File: src/rtl/riscv_pkg.sv
// Shared encodings for the multicycle datapath control: FSM states, ALU op codes,
// mux selects and base-ISA opcodes.
// Pure declarations, no logic; also consumed by the ALU control decoder.
package riscv_pkg;

    // Debug-visible state encoding (4 bits on the state port)
    typedef enum logic [3:0] {
        ST_FETCH    = 4'd0,
        ST_DECODE   = 4'd1,
        ST_MEM_ADDR = 4'd2,
        ST_MEM_RD   = 4'd3,
        ST_MEM_WB   = 4'd4,
        ST_MEM_WR   = 4'd5,
        ST_EXEC_R   = 4'd6,
        ST_EXEC_I   = 4'd7,
        ST_ALU_WB   = 4'd8,
        ST_BRANCH   = 4'd9,
        ST_JAL      = 4'd10,
        ST_FAULT    = 4'd11
    } state_e;

    // ALU operation requests to the ALU control decoder
    localparam logic [1:0] ALU_OP_ADD   = 2'b00;
    localparam logic [1:0] ALU_OP_SUB   = 2'b01;
    localparam logic [1:0] ALU_OP_FUNCT = 2'b10;

    // ALU operand A select
    localparam logic [1:0] SRC_A_PC     = 2'b00;
    localparam logic [1:0] SRC_A_OLD_PC = 2'b01;
    localparam logic [1:0] SRC_A_RS1    = 2'b10;

    // ALU operand B select
    localparam logic [1:0] SRC_B_RS2    = 2'b00;
    localparam logic [1:0] SRC_B_IMM    = 2'b01;
    localparam logic [1:0] SRC_B_FOUR   = 2'b10;

    // Result bus select
    localparam logic [1:0] RES_ALU_OUT  = 2'b00;
    localparam logic [1:0] RES_MEM_DATA = 2'b01;
    localparam logic [1:0] RES_ALU_RES  = 2'b10;

    // Memory address select
    localparam logic ADR_PC      = 1'b0;
    localparam logic ADR_ALU_OUT = 1'b1;

    // Supported opcodes (instr[6:0])
    localparam logic [6:0] OP_LOAD   = 7'b0000011;
    localparam logic [6:0] OP_STORE  = 7'b0100011;
    localparam logic [6:0] OP_RTYPE  = 7'b0110011;
    localparam logic [6:0] OP_ITYPE  = 7'b0010011;
    localparam logic [6:0] OP_BRANCH = 7'b1100011;
    localparam logic [6:0] OP_JAL    = 7'b1101111;

    // States that wait on the memory handshake and are guarded by the timeout
    function automatic logic is_wait_state(input state_e s);
        return (s == ST_FETCH) || (s == ST_MEM_RD) || (s == ST_MEM_WR);
    endfunction

endpackage

File: src/rtl/mem_wait_timer.sv
// Saturating wait counter used to bound how long the FSM stalls on memory.
// done is a combinational compare of the current count against LIMIT.
// clear has priority over tick; the count never wraps.
module mem_wait_timer #(
    parameter int unsigned LIMIT = 15
) (
    input  logic clk,
    input  logic rst,
    input  logic clear,
    input  logic tick,
    output logic done
);

    logic [7:0] cnt_q;
    logic [7:0] cnt_d;

    // Next count: clear wins, otherwise count stalled cycles and stick at all-ones
    always_comb begin
        cnt_d = cnt_q;
        if (clear) begin
            cnt_d = 8'd0;
        end else if (tick && (cnt_q != 8'hFF)) begin
            cnt_d = cnt_q + 8'd1;
        end
    end

    // Count register, asynchronously cleared by reset
    always_ff @(posedge clk or posedge rst) begin
        if (rst) begin
            cnt_q <= 8'd0;
        end else begin
            cnt_q <= cnt_d;
        end
    end

    assign done = (cnt_q == LIMIT[7:0]);

endmodule

File: src/rtl/multicycle_control.sv
// Main control FSM for the multicycle RISC-V datapath: one state per datapath step.
// Strobes and selects are decoded from the current state (same-cycle on mem_ready/zero).
// Stalls in FETCH/MEM_RD/MEM_WR until mem_ready; a stall longer than MEM_TIMEOUT faults.
module multicycle_control
    import riscv_pkg::*;
#(
    parameter int unsigned MEM_TIMEOUT = 15
) (
    input  logic       clk,
    input  logic       rst,
    input  logic [6:0] opcode,
    input  logic       zero,
    input  logic       mem_ready,
    output logic       pc_write,
    output logic       ir_write,
    output logic       mem_read,
    output logic       mem_write,
    output logic       reg_write,
    output logic       old_pc_write,
    output logic [1:0] alu_src_a,
    output logic [1:0] alu_src_b,
    output logic [1:0] alu_op,
    output logic [1:0] result_src,
    output logic       adr_src,
    output logic       fault,
    output logic [3:0] state
);

    state_e state_q;
    state_e state_d;
    logic   fault_q;
    logic   tmr_clear;
    logic   tmr_tick;
    logic   tmr_done;

    // Next-state selection; mem_ready is only consulted in the wait states
    always_comb begin
        state_d = state_q;
        case (state_q)
            ST_FETCH: begin
                if (mem_ready)     state_d = ST_DECODE;
                else if (tmr_done) state_d = ST_FAULT;
            end
            ST_DECODE: begin
                case (opcode)
                    OP_LOAD, OP_STORE: state_d = ST_MEM_ADDR;
                    OP_RTYPE:          state_d = ST_EXEC_R;
                    OP_ITYPE:          state_d = ST_EXEC_I;
                    OP_BRANCH:         state_d = ST_BRANCH;
                    OP_JAL:            state_d = ST_JAL;
                    default:           state_d = ST_FAULT;
                endcase
            end
            ST_MEM_ADDR: state_d = (opcode == OP_LOAD) ? ST_MEM_RD : ST_MEM_WR;
            ST_MEM_RD: begin
                if (mem_ready)     state_d = ST_MEM_WB;
                else if (tmr_done) state_d = ST_FAULT;
            end
            ST_MEM_WR: begin
                if (mem_ready)     state_d = ST_FETCH;
                else if (tmr_done) state_d = ST_FAULT;
            end
            ST_EXEC_R, ST_EXEC_I:            state_d = ST_ALU_WB;
            ST_MEM_WB, ST_ALU_WB, ST_BRANCH,
            ST_JAL:                          state_d = ST_FETCH;
            ST_FAULT:                        state_d = ST_FAULT;
            default:                         state_d = ST_FAULT;
        endcase
    end

    // Any state change restarts the wait count, so each wait state starts from zero
    assign tmr_clear = (state_d != state_q);
    assign tmr_tick  = is_wait_state(state_q) && !mem_ready;

    mem_wait_timer #(
        .LIMIT (MEM_TIMEOUT)
    ) u_wait_timer (
        .clk   (clk),
        .rst   (rst),
        .clear (tmr_clear),
        .tick  (tmr_tick),
        .done  (tmr_done)
    );

    // State and sticky fault registers; reset abandons any in-flight access
    always_ff @(posedge clk or posedge rst) begin
        if (rst) begin
            state_q <= ST_FETCH;
            fault_q <= 1'b0;
        end else begin
            state_q <= state_d;
            if (state_d == ST_FAULT) fault_q <= 1'b1;
        end
    end

    // Per-state datapath controls; everything quiet while reset is held
    always_comb begin
        pc_write     = 1'b0;
        ir_write     = 1'b0;
        mem_read     = 1'b0;
        mem_write    = 1'b0;
        reg_write    = 1'b0;
        old_pc_write = 1'b0;
        alu_src_a    = SRC_A_PC;
        alu_src_b    = SRC_B_RS2;
        alu_op       = ALU_OP_ADD;
        result_src   = RES_ALU_OUT;
        adr_src      = ADR_PC;
        if (!rst) begin
            case (state_q)
                ST_FETCH: begin
                    mem_read     = 1'b1;
                    alu_src_b    = SRC_B_FOUR;
                    result_src   = RES_ALU_RES;
                    ir_write     = mem_ready;
                    pc_write     = mem_ready;
                    old_pc_write = mem_ready;
                end
                ST_DECODE: begin
                    alu_src_a = SRC_A_OLD_PC;
                    alu_src_b = SRC_B_IMM;
                end
                ST_MEM_ADDR: begin
                    alu_src_a = SRC_A_RS1;
                    alu_src_b = SRC_B_IMM;
                end
                ST_MEM_RD: begin
                    mem_read = 1'b1;
                    adr_src  = ADR_ALU_OUT;
                end
                ST_MEM_WB: begin
                    reg_write  = 1'b1;
                    result_src = RES_MEM_DATA;
                end
                ST_MEM_WR: begin
                    mem_write = 1'b1;
                    adr_src   = ADR_ALU_OUT;
                end
                ST_EXEC_R: begin
                    alu_src_a = SRC_A_RS1;
                    alu_op    = ALU_OP_FUNCT;
                end
                ST_EXEC_I: begin
                    alu_src_a = SRC_A_RS1;
                    alu_src_b = SRC_B_IMM;
                    alu_op    = ALU_OP_FUNCT;
                end
                ST_ALU_WB: reg_write = 1'b1;
                ST_BRANCH: begin
                    alu_src_a = SRC_A_RS1;
                    alu_op    = ALU_OP_SUB;
                    pc_write  = zero;
                end
                ST_JAL: begin
                    alu_src_a = SRC_A_OLD_PC;
                    alu_src_b = SRC_B_FOUR;
                    reg_write = 1'b1;
                    pc_write  = 1'b1;
                end
                default: ;
            endcase
        end
    end

    assign fault = fault_q;
    assign state = state_q;

endmodule
File: config.mk
export PLATFORM = sky130hd
export DESIGN_NAME = multicycle_control
export DESIGN_NICKNAME = d
export VERILOG_FILES = /design/src/rtl/riscv_pkg.sv /design/src/rtl/mem_wait_timer.sv /design/src/rtl/multicycle_control.sv
export SDC_FILE = /design/constraint.sdc
export NUM_CORES = 1
export LEC_CHECK = 0
export ABC_AREA = 1
export BUFFER_PORTS_ARGS = -buffer_cell sky130_fd_sc_hd__clkbuf_2
export CAP_MARGIN = 20
export CORE_MARGIN = 4
export CORE_UTILIZATION = 40
export CTS_CLUSTER_SIZE = 8
export DETAILED_ROUTE_END_ITERATION = 7
export MAX_ROUTING_LAYER = met4
export PLACE_DENSITY_LB_ADDON = 0.15
export SLEW_MARGIN = 20
export SYNTH_ARGS = -nofsm -noshare
export SYNTH_HDL_FRONTEND = slang
export SYNTH_HIERARCHICAL = 1
export SYNTH_SLANG_ARGS = --single-unit
File: constraint.sdc
create_clock -name clk -period 3 [get_ports clk]
set_input_delay 0.15 -clock clk [delete_from_list [all_inputs] [get_ports clk]]
set_output_delay 0.15 -clock clk [all_outputs]
set_load 0.03 [all_outputs]
==> results of run 1 <==
critical path: stages, from the launching register on:
cell	delay, ns
dfrtp_1	0.40
ha_1	0.19
nand2_2	0.09
inv_1	0.10
nand2_1	0.07
nor2_1	0.10
inv_1	0.08
nand3_1	0.08
nor2_1	0.05
nor2_1	0.14
nand3_1	0.15
nor2_1	0.12
nor2_1	0.05
nand3_1	0.16
inv_1	0.16
nand2_4	0.15
clkinv_4	0.07
nand2_1	0.05
nand2_1	0.05
routing by layer:
layer / global-route usage [%] / share of wire, %
met1: 26.4 / 53
met2: 23.5 / 41
met3: 4.34 / 6.4
met4: 3.03 / 0
met5: - / 0
synth_stat cells (all sizes together):
| master | n | share of area (%) |
|---|---|---|
| o21ai | 4 | 1.7 |
| ha | 1 | 1.1 |
| nand2 | 64 | 23 |
| buf | 1 | 0.65 |
| clkbuf | 1 | 0.32 |
| inv | 26 | 8.4 |
| nand4 | 4 | 2.2 |
| nor2 | 29 | 11 |
| clkinv | 1 | 0.75 |
| nand3b | 1 | 0.97 |
| a31oi | 3 | 1.6 |
| xor2 | 1 | 0.75 |
| dfrtp | 13 | 28 |
| nand3 | 23 | 11 |
| a21oi | 18 | 8.1 |
| nor3 | 3 | 1.3 |
metrics by stage:
step / area [um2] / hold WS (ns) / setup slack (ns) / instances
after floorplan: 1160 / -0.0343 / 0.988 / 193
after global placement: 1340 / 0.250 / 0.674 / 252
after detailed placement: 1340 / 0.252 / 0.644 / 252
after CTS: 1380 / 0.266 / 0.615 / 257
after global routing: 1380 / 0.296 / 0.312 / 257
final: 1380 / 0.258 / 0.632 / 257
sequential cells by signal (all words and copies together) (netlist names):
| signal | flops |
|---|---|
| u_wait_timer/cnt_q | 8 |
| state | 4 |
| fault | 1 |
kinds of logic (layout without fill, tap and decap cells):
| kind of cell | Yosys count | in the layout | synth area share, % |
|---|---|---|---|
| simple gates | 124 | 124 | 48.7 |
| buf+inv | 29 | 62 | 10.1 |
| fa+ha+maj | 1 | 1 | 1.08 |
| compound gates | 25 | 25 | 11.4 |
| flops | 13 | 13 | 28.0 |
| xor+xnor | 1 | 1 | 0.754 |
worst paths after layout:
path,startpoint,to,slack (ns),cells after the start
max in group asynchronous,rst,u_wait_timer/cnt_q[2],2.20,3
worst min register to register,fault,fault,0.48,2
worst min-delay path,opcode[4],state[2],0.26,3
worst max-delay path,u_wait_timer/cnt_q[1],u_wait_timer/cnt_q[1],0.63,18
worst max register to register,u_wait_timer/cnt_q[1],u_wait_timer/cnt_q[1],0.63,18
min in group asynchronous,rst,state[2],0.49,3
report_power, final:
part           switching, mW  internal (mW)
clock                 0.0616         0.0494
sequential            0.0532          0.205
combinational          0.632          0.244
total                  0.747          0.499
layout make-up:
type	instances	area, um2
Clock buffer	3	22.5
Fill cell	288	1380
Multi-Input combinational cell	151	719
Inverter	27	106
Clock inverter	1	5.00
Sequential cell	13	325
Timing Repair Buffer	31	160
Tap cell	31	38.8
==> results.yml, run 1 <==
final_layout:
  fin_util_pct: 50.0
  final_cell_mix: "nand2_1, clkbuf_2, nor2_1, inv_1, nand3_1"
  drive_above_1_share_pct: 23.5
  area_delta_synth_final_pct: 18.5
  nets: 239
  n_antenna_cell: 0
  final_common_cell: "nand2_1"
cts:
  htree_levels: 1
  cts_resized: 0
  hold_buffers: 1
  cts_root_buf: "clkbuf_4"
  cts_sinks: 13
  clk_latency_ns: 0.28
  cts_tree: "yes"
  path_clk_slew_ns: 0.09
  cts_max_path_buffers: 2
  cts_setup_buffers: 0
  cts_buffers: 3
place:
  gp_congestion: 0.921
  hpwl_um: 2350
  portBuffers: 30
sta:
  drv_slew: 0
  timing.final.crit_share_pct: 78.9
  fin_skew_ns: 0.00592
  hold_viol_final: 0
  max-slew-margin-rel_pct: 71.5
  setup_viol: 0
  worst_slew_pin_slew_ns: 0.428
  rsz0062_at_grt: "false"
  period_minus_slack_ns: 2.37
  fin_tns_setup_ns: 0
  timing.fmax_mhz: 422
floorplanning:
  dieArea_mm2: 0.00383
  core-area_mm2: 0.00276
  floorplan.io_pins: 31
  die_h_um: 61.9
  initial_core_util_pct: 42.2
  num_rows: 19
  die_x_um: 61.9
min_path:
  hold_path_class: "input port to flip-flop"
drt:
  first_pass_iters: 6
  final_antenna_net_count: 0
  routedWlPerCell_um: 11.5
  viasPerCell: 5.15
  drt_iter0_markers: 52
  wl_um: 2960
  vias: 1324
  drc: 0
global_route:
  antenna_found_initial: 0
  grt_pass1_wl_um: 4910
  track_usage_pct: 17.5
  grt_max_degree: 17
  first_global_vias: 1099
  grt_overflow: 0
flow_run:
  drv_cap: 0
setup_path:
  cp-end-kind: "flip-flop"
  path_class: "flip-flop to flip-flop"
  start_kind: "flip-flop"
  arrival_ns: 2.54
  required_ns: 3.17
  cp_max_fo: 6
logic_synthesis:
  ys_warn_count: 6
  synth_nets: 205
  synth_area_mm2: 0.00116
  synthDistinctLibCells: 24
  syn_inst: 193
  ys_seq_area_share_pct: 28.0
  synth.avg_cell_area_um2: 6.02
  ys_ff_latch: 13
power:
  p_leak_nw: 0.787
  ir_drop_mv: 0.484
  power_density_mw_per_mm2: 904
  design_power_total_mw: 1.25
outcome:
  outcome: "completed"
(Power assumes the default switching activity.)
==> inputs of run 2 (changes only) <==
Clock period 3 ns to 2.3 ns, I/O delays scaled along.
==> run 2 against run 1 <==
  * Worst hold slack improved by 0.048 ns
  * Register-to-register slack got worse by 0.48 ns
  * Via count rose by 3.4%
  * Clock power is 23% higher
  * Routed wire length rose by 6.3%
  * Final cell count rose by 3.5%
  * Count of clock-buffer cells in the layout increased by 1
  * Sequential power up 31%
  * Non-clock buffer count up 9
  * First-iteration DRC count up 23%
==> results.yml, run 2 (synthesis results as in run 1) <==
outcome:
  outcome: "completed"
sta:
  drv_slew: 0
  max-slew-margin-rel_pct: 71.3
  timing.final.crit_share_pct: 93.6
  hold_viol_final: 0
  timing.fmax_mhz: 465
  whs_ns: 0.306
  setup_viol: 0
  fin_tns_setup_ns: 0
  period_minus_slack_ns: 2.15
  worst_slew_pin_slew_ns: 0.431
  fin_skew_ns: 0.00236
cts:
  cts_root_buf: "clkbuf_4"
  clk_latency_ns: 0.27
  cts_max_path_buffers: 2
  cts_sinks: 13
  cts_buffers: 3
  path_clk_slew_ns: 0.08
  cts_tree: "yes"
  htree_levels: 1
floorplanning:
  die_x_um: 61.9
  dieArea_mm2: 0.00383
  die_h_um: 61.9
  num_rows: 19
  floorplan.io_pins: 31
  initial_core_util_pct: 42.2
  core-area_mm2: 0.00276
place:
  gp_congestion: 0.917
  post_dp_cell_area_mm2: 0.00136
  hpwl_um: 2430
  portBuffers: 30
final_layout:
  largest_register_ffs: 8
  regMostFlops: "u_wait_timer/cnt_q"
  n_antenna_cell: 0
  final_cell_mix: "nand2_1, clkbuf_2, nor2_1, inv_1, nand3_1"
  nets: 248
  fin_area_mm2: 0.00147
  drive_above_1_share_pct: 28.9
  final_common_cell: "nand2_1"
  area_delta_synth_final_pct: 26.2
  fin_util_pct: 53.2
setup_path:
  r2r-end: "u_wait_timer/cnt_q[5]"
  required_ns: 2.51
  arrival_ns: 2.36
  path_class: "flip-flop to flip-flop"
  cp-end-kind: "flip-flop"
  r2r_slack_ns: 0.15
  worstReg2RegStart: "u_wait_timer/cnt_q[1]"
  cp_max_fo: 5
  worst-r2r-cell-count: 17
  start_kind: "flip-flop"
min_path:
  hold_path_class: "input port to flip-flop"
  hp-start: "opcode[5]"
  min_to: "state[0]"
  holdPathStages: 6
global_route:
  grt.busiest_layer: "met1"
  antenna_found_initial: 0
  gr-usage-met3_pct: 2.48
  grt_pass1_wl_um: 4840
  globalRouteMet2Util_pct: 24.7
  grt_overflow: 0
  track_usage_pct: 17.7
  first_global_vias: 1085
  grt_max_degree: 17
  use_met1_pct: 26.5
drt:
  routedWlPerCell_um: 11.8
  final_antenna_net_count: 0
  vias: 1369
  drc: 0
  viasPerCell: 5.15
  wl_um: 3140
  first_pass_iters: 4
  drt_iter0_markers: 64
power:
  power_density_mw_per_mm2: 1210
  ir_drop_mv: 0.938
  p_leak_nw: 0.845
  design_power_total_mw: 1.77
flow_run:
  drv_cap: 0
[run 2: cell types whose count changed in the layout (fill, tap and decap cells not counted), sizes merged]
cell    before  now
clkinv       2    1
clkbuf      33   34
buf          0    9
[run 2: worst max-delay path, cell delays in order, from the launching register on]
cell	delay, ns
dfrtp_1	0.41
ha_2	0.22
nand2_4	0.09
inv_2	0.05
nand2_2	0.05
nor2_1	0.05
inv_2	0.08
a21oi_1	0.09
a21oi_2	0.19
nand2_2	0.09
nand2_1	0.06
nand2_1	0.05
inv_1	0.06
nand3_2	0.15
buf_4	0.17
a21oi_1	0.11
nand3_1	0.07
nand2_1	0.08
[run 2: where the power goes]
| part | leakage, nW | internal (mW) | switching [mW] |
|---|---|---|---|
| logic | 0.658 | 0.420 | 0.880 |
| clock network | 0.0150 | 0.0670 | 0.0700 |
| registers | 0.171 | 0.268 | 0.0694 |
[run 2: repair_timing]
| item | CTS | global route |
|---|---|---|
| hold buffers | 1 | 0 |
| setup buffers | 0 | 7 |
| endpoints found under the hold margin | 13 | 0 |
| gates resized for setup | 1 | 8 |
| pin swaps | 0 | 7 |
| setup endpoints to repair | 5 | 8 |
[run 2: cell type report]
cell class                      instances  area (um2)
Timing Repair Buffer                   40         228
Inverter                               27         109
Clock buffer                            4        26.3
Tap cell                               31        38.8
Multi-Input combinational cell        151         739
Sequential cell                        13         325
Fill cell                             282        1290
[run 2: metrics by stage]
| stage | cells | setup WS [ns] |
|---|---|---|
| after floorplan | 193 | 0.288 |
| after global placement | 254 | -0.0311 |
| after detailed placement | 254 | -0.00151 |
| after CTS | 259 | 0.0131 |
| after global routing | 266 | -0.0547 |
| final | 266 | 0.148 |
[run 2: worst max path at each step]
stage / start / to / slack (ns) / cells past startpoint
final: u_wait_timer/cnt_q[1] / u_wait_timer/cnt_q[5] / 0.15 / 17
after global routing: u_wait_timer/cnt_q[1] / u_wait_timer/cnt_q[3] / -0.05 / 18
after CTS: u_wait_timer/cnt_q[1] / u_wait_timer/cnt_q[3] / 0.01 / 18
after detailed placement: u_wait_timer/cnt_q[1] / u_wait_timer/cnt_q[3] / -0.002 / 18
after global placement: u_wait_timer/cnt_q[1] / u_wait_timer/cnt_q[3] / -0.03 / 18
after floorplan: u_wait_timer/cnt_q[0] / u_wait_timer/cnt_q[3] / 0.29 / 17
[run 2: metal layers]
metal	part of all wire, %	wire [um]
met5	0	0
met2	44	1370
met4	0.38	12
met1	50	1560
met3	6.4	200
==> inputs of run 3 (changes only) <==
Settings changed: CORE_UTILIZATION 40 to 25, PLACE_DENSITY_LB_ADDON 0.15 to unset.
==> run 3 against run 2 <==
  * Sequential power down 1%
  * Total power rose by 3.2%
  * Register-to-register slack is essentially flat
  * First-iteration DRC count rose by 69%
  * Sequential cell count unchanged
  * Sequential share of layout area is 0.41 points lower
  * Worst setup slack is essentially flat
  * Non-clock buffer count fell by 2
  * Highest routed layer unchanged
  * Via count barely moved
  * Combinational power about the same
==> results.yml, run 3 (synthesis results as in run 1) <==
outcome:
  outcome: "completed"
sta:
  period_minus_slack_ns: 2.15
  fin_tns_setup_ns: 0
  drv_slew: 0
  fin_skew_ns: 0.00211
  hold_viol_final: 0
  whs_ns: 0.331
  timing.fmax_mhz: 465
  setup_viol: 0
  max-slew-margin-rel_pct: 71.8
  worst_slew_pin_slew_ns: 0.422
  fin_ws_ns: 0.147
  timing.final.crit_share_pct: 93.6
final_layout:
  fin_area_mm2: 0.00149
  final_common_cell: "nand2_1"
  nets: 246
  area_delta_synth_final_pct: 28.5
  n_antenna_cell: 0
  drive_above_1_share_pct: 27.9
  largest_register_ffs: 8
  fin_cells: 285
  regMostFlops: "u_wait_timer/cnt_q"
  fin_util_pct: 33.8
  final_cell_mix: "nand2_1, clkbuf_2, nor2_1, inv_1, nand3_1"
cts:
  path_clk_slew_ns: 0.05
  cts_root_buf: "clkbuf_8"
  cts_max_path_buffers: 2
  htree_levels: 1
  cts_tree: "yes"
  cts_buffers: 3
  cts_sinks: 13
  clk_latency_ns: 0.24
global_route:
  track_usage_pct: 11.4
  antenna_found_initial: 0
  grt_overflow: 0
  grt_max_degree: 17
  grt_pass1_wl_um: 5530
  first_global_vias: 1285
drt:
  vias: 1368
  first_pass_iters: 4
  drt_iter0_markers: 108
  final_antenna_net_count: 0
  viasPerCell: 4.80
  wl_um: 3300
  routedWlPerCell_um: 11.6
  drc: 0
setup_path:
  path_cells: "ha_2 > nand2_2 > inv_2 > nand2_1 > nor2_1 > inv_2 > nand3_1 > nor2_1 > nor2_1 > nand3_1 > nor2_1 > nor2_2 > nand3_4 > inv_4 > nand2_4 > buf_4 > o21ai_1"
  cp_common_cell: "nor2_1"
  crit_family: "simple AND/OR/NAND/NOR gates"
  worstReg2RegStart: "u_wait_timer/cnt_q[1]"
  path_class: "flip-flop to flip-flop"
  cp-end-kind: "flip-flop"
  cp_max_fo: 6
  path_buf_inv: 4
  critPathMaxStageDelay_ns: 0.39
  cp_slowest_cell: "dfrtp_1"
  worst_setup_path_startpoint: "u_wait_timer/cnt_q[1]"
  arrival_ns: 2.32
  start_kind: "flip-flop"
  worst-r2r-cell-count: 17
  r2r-end: "u_wait_timer/cnt_q[6]"
  crit_cells: 17
  r2r_slack_ns: 0.15
  required_ns: 2.47
floorplanning:
  die_x_um: 76.2
  initial_core_util_pct: 26.3
  dieArea_mm2: 0.00580
  die_h_um: 76.2
  num_rows: 24
  floorplan.io_pins: 31
  core-area_mm2: 0.00441
place:
  place_ws_ns: 0.0102
  dp_cells: 276
  hpwl_um: 2590
  gp_congestion: 0.957
  post_dp_cell_area_mm2: 0.00139
  portBuffers: 30
power:
  power_density_mw_per_mm2: 1230
  p_switching_mw: 1.04
  power_frac_clock_pct: 10.7
  power_frac_seq_pct: 18.2
  design_power_total_mw: 1.83
  p_int_mw: 0.788
  p_comb_share_pct: 71.1
  ir_drop_mv: 0.354
  switching_share_pct: 57.0
  p_leak_nw: 0.826
flow_run:
  drv_cap: 0
min_path:
  holdPathStages: 6
  min_to: "state[0]"
  hp-start: "opcode[5]"
  hold_path_class: "input port to flip-flop"
-- run 3: worst reg2reg max path, stage by stage, from the launching register on --
cell and delay, ns:
dfrtp_1 0.39, ha_2 0.20, nand2_2 0.11, inv_2 0.05
nand2_1 0.07, nor2_1 0.05, inv_2 0.08, nand3_1 0.07
nor2_1 0.10, nor2_1 0.07, nand3_1 0.10, nor2_1 0.08
nor2_2 0.17, nand3_4 0.13, inv_4 0.11, nand2_4 0.08
buf_4 0.14, o21ai_1 0.10
-- run 3: power by group through the flow --
stage	logic, mW	registers (mW)	clock network (mW)
floorplan	0.822	0.383	0
global placement	1.17	0.338	0
detailed placement	1.17	0.335	0
CTS	1.18	0.331	0.203
global route	1.42	0.341	0.216
finish	1.30	0.333	0.197
-- run 3: worst max path at each step --
stage | endpoint | slack (ns)
6_report | u_wait_timer/cnt_q[6] | 0.15
3_3_place_gp | u_wait_timer/cnt_q[3] | 0.06
4_1_cts | u_wait_timer/cnt_q[3] | 0.04
5_1_grt | u_wait_timer/cnt_q[3] | -0.05
2_1_floorplan | u_wait_timer/cnt_q[3] | 0.29
3_5_place_dp | u_wait_timer/cnt_q[3] | 0.01
-- run 3: metal layers --
metal / up-vias / GRT usage, % / share of wire [%]
met5: - / - / 0
li1: 704 / - / -
met2: 66 / 18.2 / 46
met4: 0 / 3.85 / 1.4
met1: 592 / 14.4 / 46
met3: 6 / 2.25 / 7.4
-- run 3: final cells by class --
type                       count  area [um2]
timing repair buffer          38         213
clock buffer                   4        45.0
multi-input combinational    151         737
fill                         475        2920
inverter                      27         109
sequential                    13         325
tap                           52        65.1
-- run 3: repair_timing --
| item | CTS | global route |
|---|---|---|
| pin swaps | 0 | 8 |
| buffers inserted | 0 | 4 |
| setup endpoints to repair | 3 | 8 |
| resized for setup | 1 | 7 |
| cloned | 0 | 0 |
| hold buffers | 1 | 0 |
| endpoints found under the hold margin | 5 | 0 |
